**src/rtl/seg7_scan_reader.sv**
```systemverilog
// Recovers BCD digits from a scanned 4-digit 7-segment bus by applying a stability
// filter to each {an,seg} sample, then assembles the accepted digits into 16-bit frames.
module seg7_scan_reader #(
  parameter int STABLE_CYCLES = 4,
  parameter int CNT_W         = 8
) (
  input  logic        clk,
  input  logic        rst,
  input  logic [6:0]  seg,
  input  logic [3:0]  an,
  output logic        digit_valid,
  output logic [1:0]  digit_idx,
  output logic [3:0]  digit_val,
  output logic        frame_valid,
  output logic [15:0] value,
  output logic [3:0]  err
);

  typedef struct packed {
    logic [3:0] an;
    logic [6:0] seg;
  } sample_t;

  typedef enum logic [1:0] {IDLE, COUNT, HOLD} state_t;

  state_t           state;
  sample_t          in_q;
  sample_t          smp;
  logic [CNT_W-1:0] cnt;
  logic [CNT_W-1:0] cnt_nxt;
  logic [3:0][3:0]  pend;
  logic [3:0]       pend_err;
  logic [3:0]       captured;
  logic [3:0]       cap_nxt;
  logic [3:0][3:0]  frame_vals;
  logic [3:0]       frame_errs;
  logic             same, onehot, accept;
  logic [3:0]       dec_val;
  logic             dec_bad;
  logic [1:0]       idx;

  // The state tracks the sample being registered into in_q this edge, so the
  // edge that captures a new pair already counts as the first stable sample.
  assign smp     = '{an: an, seg: seg};
  assign same    = (smp == in_q);
  assign onehot  = $onehot(an);
  assign cnt_nxt = cnt + 1'b1;
  assign accept  = (state == COUNT) && onehot && same &&
                   (cnt_nxt == CNT_W'(STABLE_CYCLES));

  always_comb begin
    dec_bad = 1'b0;
    case (seg)
      7'b1111110: dec_val = 4'd0;
      7'b0110000: dec_val = 4'd1;
      7'b1101101: dec_val = 4'd2;
      7'b1111001: dec_val = 4'd3;
      7'b0110011: dec_val = 4'd4;
      7'b1011011: dec_val = 4'd5;
      7'b1011111: dec_val = 4'd6;
      7'b1110000: dec_val = 4'd7;
      7'b1111111: dec_val = 4'd8;
      7'b1111011: dec_val = 4'd9;
      default: begin
        dec_val = 4'hF;
        dec_bad = 1'b1;
      end
    endcase
  end

  always_comb begin
    case (an)
      4'b0010: idx = 2'd1;
      4'b0100: idx = 2'd2;
      4'b1000: idx = 2'd3;
      default: idx = 2'd0;
    endcase
  end

  // The completing digit has not reached its slot yet, so splice it in here.
  always_comb begin
    frame_vals      = pend;
    frame_vals[idx] = dec_val;
    frame_errs      = pend_err;
    frame_errs[idx] = dec_bad;
    cap_nxt         = captured | (4'b0001 << idx);
  end

  always_ff @(posedge clk) begin
    if (rst) begin
      state       <= IDLE;
      in_q        <= '0;
      cnt         <= '0;
      pend        <= '0;
      pend_err    <= '0;
      captured    <= '0;
      digit_valid <= 1'b0;
      digit_idx   <= '0;
      digit_val   <= '0;
      frame_valid <= 1'b0;
      value       <= '0;
      err         <= '0;
    end else begin
      in_q        <= smp;
      digit_valid <= 1'b0;
      frame_valid <= 1'b0;

      case (state)
        IDLE: begin
          if (onehot) begin
            state <= COUNT;
            cnt   <= CNT_W'(1);
          end else begin
            cnt <= '0;
          end
        end
        COUNT: begin
          if (!onehot) begin
            state <= IDLE;
            cnt   <= '0;
          end else if (!same) begin
            cnt <= CNT_W'(1);
          end else if (accept) begin
            state <= HOLD;
            cnt   <= cnt_nxt;
          end else begin
            cnt <= cnt_nxt;
          end
        end
        HOLD: begin
          if (!onehot) begin
            state <= IDLE;
            cnt   <= '0;
          end else if (!same) begin
            state <= COUNT;
            cnt   <= CNT_W'(1);
          end
        end
        default: begin
          state <= IDLE;
          cnt   <= '0;
        end
      endcase

      if (accept) begin
        digit_valid   <= 1'b1;
        digit_idx     <= idx;
        digit_val     <= dec_val;
        pend[idx]     <= dec_val;
        pend_err[idx] <= dec_bad;
        if (cap_nxt == 4'b1111) begin
          frame_valid <= 1'b1;
          value       <= frame_vals;
          err         <= frame_errs;
          captured    <= '0;
        end else begin
          captured <= cap_nxt;
        end
      end
    end
  end

endmodule

```
**config.mk**
```make
export PLATFORM = sky130hd
export DESIGN_NAME = seg7_scan_reader
export DESIGN_NICKNAME = d
export VERILOG_FILES = /design/src/rtl/seg7_scan_reader.sv
export SDC_FILE = /design/constraint.sdc
export NUM_CORES = 1
export LEC_CHECK = 0
export CELL_PAD_IN_SITES_DETAIL_PLACEMENT = 0
export CELL_PAD_IN_SITES_GLOBAL_PLACEMENT = 1
export CORE_MARGIN = 4
export CORE_UTILIZATION = 38
export DETAILED_ROUTE_END_ITERATION = 6
export PLACE_DENSITY_LB_ADDON = 0.1
export SKIP_LAST_GASP = 1
export SLEW_MARGIN = 10
export SYNTH_ARGS = -nofsm -noshare
export SYNTH_HDL_FRONTEND = slang
export SYNTH_SLANG_ARGS = --single-unit
```
**constraint.sdc**
```tcl
create_clock -name clk -period 2.9 [get_ports clk]
set_input_delay 0.29 -clock clk [delete_from_list [all_inputs] [get_ports clk]]
set_output_delay 0.29 -clock clk [all_outputs]
set_load 0.005 [all_outputs]
```
* Word-level counts from Yosys, hierarchy flattened *
Cells that the tools add are included.

storage, ports and cells
  register bits = 73
  input bits = 13
  output and inout port bits = 28
  logic and storage cells = 82

cells by class
  add/subtract/negate cells = 4
  magnitude comparators = 2
  eq/ne operators = 23
  shift-type cells = 1
  muxes and demuxes = 25
  bitwise gates (word level) = 2
  reduce and logical (&&, ||, !) cells = 9

operators with widths
  operator                                       count
  == test 7 bit, second input constant           8
  case mux 4 bit (10 select lines)               1
  two-way mux 8 bit                              4
  case mux 8 bit (3 select lines)                1
  bitwise mux 16 bit                             1
  == test 7 x 6 -> 1 bit, second input constant  2
  two-way mux 2 bit                              6
  case mux 2 bit (3 select lines)                2
  == test 11 bit                                 1
  OR reduction 10 bit                            1
  inequality test 3 bit, second input constant   3
  adder 8 x 1 -> 8 bit, second input constant    1
  demux 4 bit (select 2 bit)                     1
  == test 4 bit, second input constant           2
  == test 8 x 3 -> 1 bit, second input constant  1
  two-way mux 4 bit                              2
  two-way mux 1 bit                              5
  adder 1 x 1 -> 2 bit                           2
  bitwise mux 4 bit                              1
  == test 4 x 2 -> 1 bit, second input constant  1
  == test 4 x 3 -> 1 bit, second input constant  1
  logical AND 1 bit                              4
  OR 4 bit                                       1
  AND reduction 4 bit                            1
  13 further kinds                               13

* Logic depth before layout (Yosys ltp) *
  depth in word-level cells = 10
  gate-level depth with buffers = 13
  mapped depth without buffers = 11

* Least setup slack after synthesis *
Ideal clock, no wire load.

  path kind = input to register
  start = in an[0]
  end = reg digit_val[1]
  setup time = 0.128 ns
  arrival time = 2.856 ns
  data required time = 2.772 ns
  setup slack = -0.083 ns
  stages on the path = 13
  cell sequence = inv_1 > fa_1 > inv_1 > ha_1 > ha_1 > or3b_2 > nor2_1 > and4_1 > and3_1 > buf_4 > buf_6 > mux2i_1 > nor2_1

on the way
  word-level cells in the longest chain between the ends = 6

ends and longest elaborated chain
  item                                        RTL line  text
  from (decl)                                 10        input logic [3:0] an,
  adder 1 x 1 -> 2 bit (implied by the code)  46        assign onehot = $onehot(an);
  adder 2 x 2 -> 3 bit (implied by the code)  46
  == test 3 x 1 -> 1 bit                      46
  logical AND 1 bit                           48        assign accept = (state == COUNT) && onehot && same &&
  logical AND 1 bit * (2 in a row)            48
  to (signal assigned)                        148       digit_val <= dec_val;
  to (decl)                                   13        output logic [3:0] digit_val,

Mark *: on every way between the ends. The rest lies on a longest branch, timed or not.
A chain may end at the register's enable or synchronous reset.

* Final worst setup path *
  start = in an[1]
  end = reg pend_err[3]

on the way
  word-level cells in the longest chain between the ends = 7

ends and longest elaborated chain
  item                                                                                                             RTL line  text
  == test 4 bit (tied with other cells)                                                                            72        case (an)
  case mux 2 bit (3 select lines)                                                                                  72
  < comparator 2 x 3 -> 1 bit (implied by the code) or greater-or-equal comparator 2 x 1 -> 1 bit (tied branches)  150       pend_err[idx] <= dec_bad;
  logical AND 1 bit (implied by the code)                                                                          150
  two-way mux 1 bit (implied by the code)                                                                          150
  demux 1 bit (select 2 bit)                                                                                       150
  bitwise mux 4 bit                                                                                                150
  to (signal assigned)                                                                                             95        pend_err <= '0;
  to (signal, indexed assignment)                                                                                  150
  to (decl)                                                                                                        32        logic [3:0] pend_err;

Parallel ways exist; a longest one is shown, timed or not.

==> summary.md <==
| Metric | Value |
|---|---|
| First-pass GRT wire length | `14.4 mm` |
| Vias/cell | `roughly 5.3` |
| CP Launch Type | `input port` |
| Fin crit share | `0.949` |
| Die Y | `between 100 and 150 um` |
| Setup TNS | `0 ns` |
| Vias | `2966` |
| Synth area leader | `dfxtp_1` |
| Routed wl met3 | `280 um` |
| CP Capture Type | `flip-flop` |
| I/O pins | `41` |
| M1 WL | `~4.5 mm` |
| Hold-fix buffers at CTS | `0` |
| Simple-Gate Fraction of Synth Area | `0.228` |
| HP Class | `input port to flip-flop` |
| Seq/Total Area, Yosys | `0.426` |
| Ranking of synthesized cells by area | `dfxtp_1, nor2_1, a22o_1, o21ai_0, xor2_1` |
| Fill count | `860` |
| Pwr Total | `about 2100 uW` |
| WL met2 | `3.90 mm` |
| Routability Congestion | `0.812` |
| Starting density of the core | `0.391` |
| Crit-path max FO | `4` |
| Yosys cell types | `57` |
| GRT Overall Usage | `0.176` |
| Gate count of the mapped netlist | `~390` |
| Clock transition at path regs | `0.08 ns` |
| DRT iter0 DRCs | `126` |
| Post-Synth Adder-Cell Area | `0.0277` |
| Drt wl/cell | `around 16 um` |
| CP arrival | `2.97 ns` |
| Synth Area per Inst | `between 8 and 9 um2` |
| Max Cap Viol | `0` |
| Final Instance Area | `0.00442 mm2` |
| Core ar. | `0.00876 mm2` |
| Max VDD drop | `0.239 mV` |
| Synth Flop Type | `dfxtp_1` |
| Status | `completed` |
| Area post-placement | `0.00412 mm2` |
| Tightest Pin Transition | `around 0.77 ns` |
| DRC Markers | `0` |
| Die area | `about 0.011 mm2` |
| First-pass detailed-route iteration total | `4` |
| Combinational family with the most area after synthesis | `simple AND/OR/NAND/NOR gates` |
| Hold depth | `2` |
| CTS Buf Count | `9` |
| Asr flop ratio synth | `0` |
| #FFs+latches synth | `73` |
| # rows | `34` |
| GRT overflow | `0` |
| Vias in the first global route | `2841` |
| Cell leakage power | `0.00174 uW` |
| ANT nets after route | `0` |
| Layout area overhead | `29.0%` |
| Fmax achieved | `364 MHz` |
| Net Count, Synth | `~410` |
| Mux contribution to synthesized area | `0.0233` |
| Antenna Cells | `0` |
| Worst Path Required | `3.12 ns` |
| Dpl hpwl | `6.02 mm` |
| Clk root buf | `clkbuf_8` |
| Die width | `103 um` |
| CTS Buffer Depth | `2` |
| Critical path type | `input port to flip-flop` |
| Layout Nets | `467` |
| Post-Syn Area | `0.00343 mm2` |
| Share of cells above drive strength 1 | `0.155` |
| CTS tree | `built` |
| Largest net degree at the start of global routing | `35` |
| Synth Area in Compound Gates | `0.209` |
| PortBufs | `40` |
| Unrepaired setup endpoints after global routing | `false` |
| Routed WL | `8.75 mm` |
| Initial antenna violation count | `0` |
| Post-synthesis xor/xnor area fraction | `0.0358` |
| Synth warn | `0` |
| Post-synth top area share | `0.426` |
| Hold Vio Cnt, Final | `0` |
| Post-synth EDFFs | `0` |
| Final Skew | `0.0126 ns` |
| DR top layer | `met4` |
| Final setup fails | `0` |
| Power Density | `~470 mW/mm2` |
| Post-layout min period | `2.75 ns` |
| Multi-input logic area | `approximately 0.0018 mm2` |
| Max transition margin | `0.486` |
| Insertion delay to the later sink of the worst-skew pair | `0.35 ns` |
| CTS sink cnt | `between 70 and 80` |
| H-tree depth | `3` |
| Reg area | `0.00146 mm2` |
| R2R depth | `8` |
| Final Slew Violations | `0` |
[layer usage]
layer / global-route usage / vias up
met5: 0 / -
met4: 0.0618 / 0
met3: 0.0277 / 10
met2: 0.262 / 46
met1: 0.256 / 1408
li1: - / 1502
[power breakdown]
part           leakage [uW]  total (uW)  switching (uW)  internal [uW]
Sequential         0.000591        1020            8.66           1010
Clock              0.000107         893             405            488
Combinational       0.00105         181             102           78.4
Total               0.00174        2100             516           1580
[critical path, stage by stage]
cell and delay (ns):
dlygate4sd2_1 0.23, inv_2 0.05, fa_1 0.49, inv_1 0.04, ha_1 0.17, ha_1 0.26
or3b_4 0.39, nor2_4 0.10, and4_4 0.24, buf_6 0.12, buf_12 0.10, nand4_1 0.21
mux2i_1 0.22, nor2_1 0.05
[per-stage QoR]
| step | utilization | hold WS [ns] | std cells | setup slack (ns) |
|---|---|---|---|---|
| 2_1_floorplan | - | 0.418 | 388 | 0.0291 |
| 3_3_place_gp | 0.470 | 0.451 | 542 | -0.572 |
| 3_5_place_dp | 0.470 | 0.460 | 542 | -0.629 |
| 4_1_cts | 0.505 | 0.287 | 560 | 0.137 |
| 5_1_grt | 0.505 | 0.314 | 560 | 0.00830 |
| 6_report | 0.505 | 0.296 | 560 | 0.149 |
[cells by family after synthesis]
family,Yosys count
AND/OR/NAND/NOR,146
AO/OA/AOI/OAI,102
flip-flops,73
buffers and inverters,38
XOR/XNOR,14
multiplexers,8
adder cells (fa/ha/maj),7
[cells in the mapped netlist, types with 9 or more instances]
library cell	number
dfxtp_1	73
nor3_1	9
clkbuf_1	13
nand3b_1	9
o21ai_0	33
nor2_1	47
a21oi_1	17
nand2_1	22
xor2_1	11
inv_1	14
a211oi_1	9
a22o_1	20
[layout make-up]
type	count	area share
Timing Repair Buffer	72	0.163
Tap cell	108	0.0306
Sequential cell	73	0.330
Multi-Input combinational cell	277	0.415
Clock buffer	10	0.0289
Clock inverter	6	0.0204
Inverter	14	0.0119
[path summary, 6_finish.rpt]
path	from	end	slack (ns)
worst max-delay path	an[1]	pend_err[3]$_SDFFE_PP0P_	0.15
worst min-delay path	rst	in_q[2]$_SDFF_PP0_	0.30
worst max register to register	cnt[0]$_SDFFE_PP0P_	value[3]$_SDFFE_PP0P_	0.29
worst min register to register	digit_val[2]$_SDFFE_PP0P_	digit_val[2]$_SDFFE_PP0P_	0.47
[state kept, by name, indices dropped and copies added (netlist names)]
signal,cells
in_q,11
pend,16
err,4
digit_val,4
digit_valid,1
state,2
digit_idx,2
value,16
captured,4
cnt,8
frame_valid,1
pend_err,4
[cells in the final DEF (no fill, tap or decap), types with 11 or more instances in the layout]
cell,count
nand2_1,22
clkdlybuf4s50_1,36
a22o_1,20
a21oi_1,17
xor2_1,11
dfxtp_1,73
buf_4,25
o21ai_0,33
nor2_1,46
inv_1,11
[repair_timing]
action,in CTS,in global routing
setup endpoints to repair,55,4
gates cloned,1,0
setup buffers,1,0
pin swaps,2,0
gates resized for setup,14,1
Note: power is estimated with default switching activity, not from simulation.
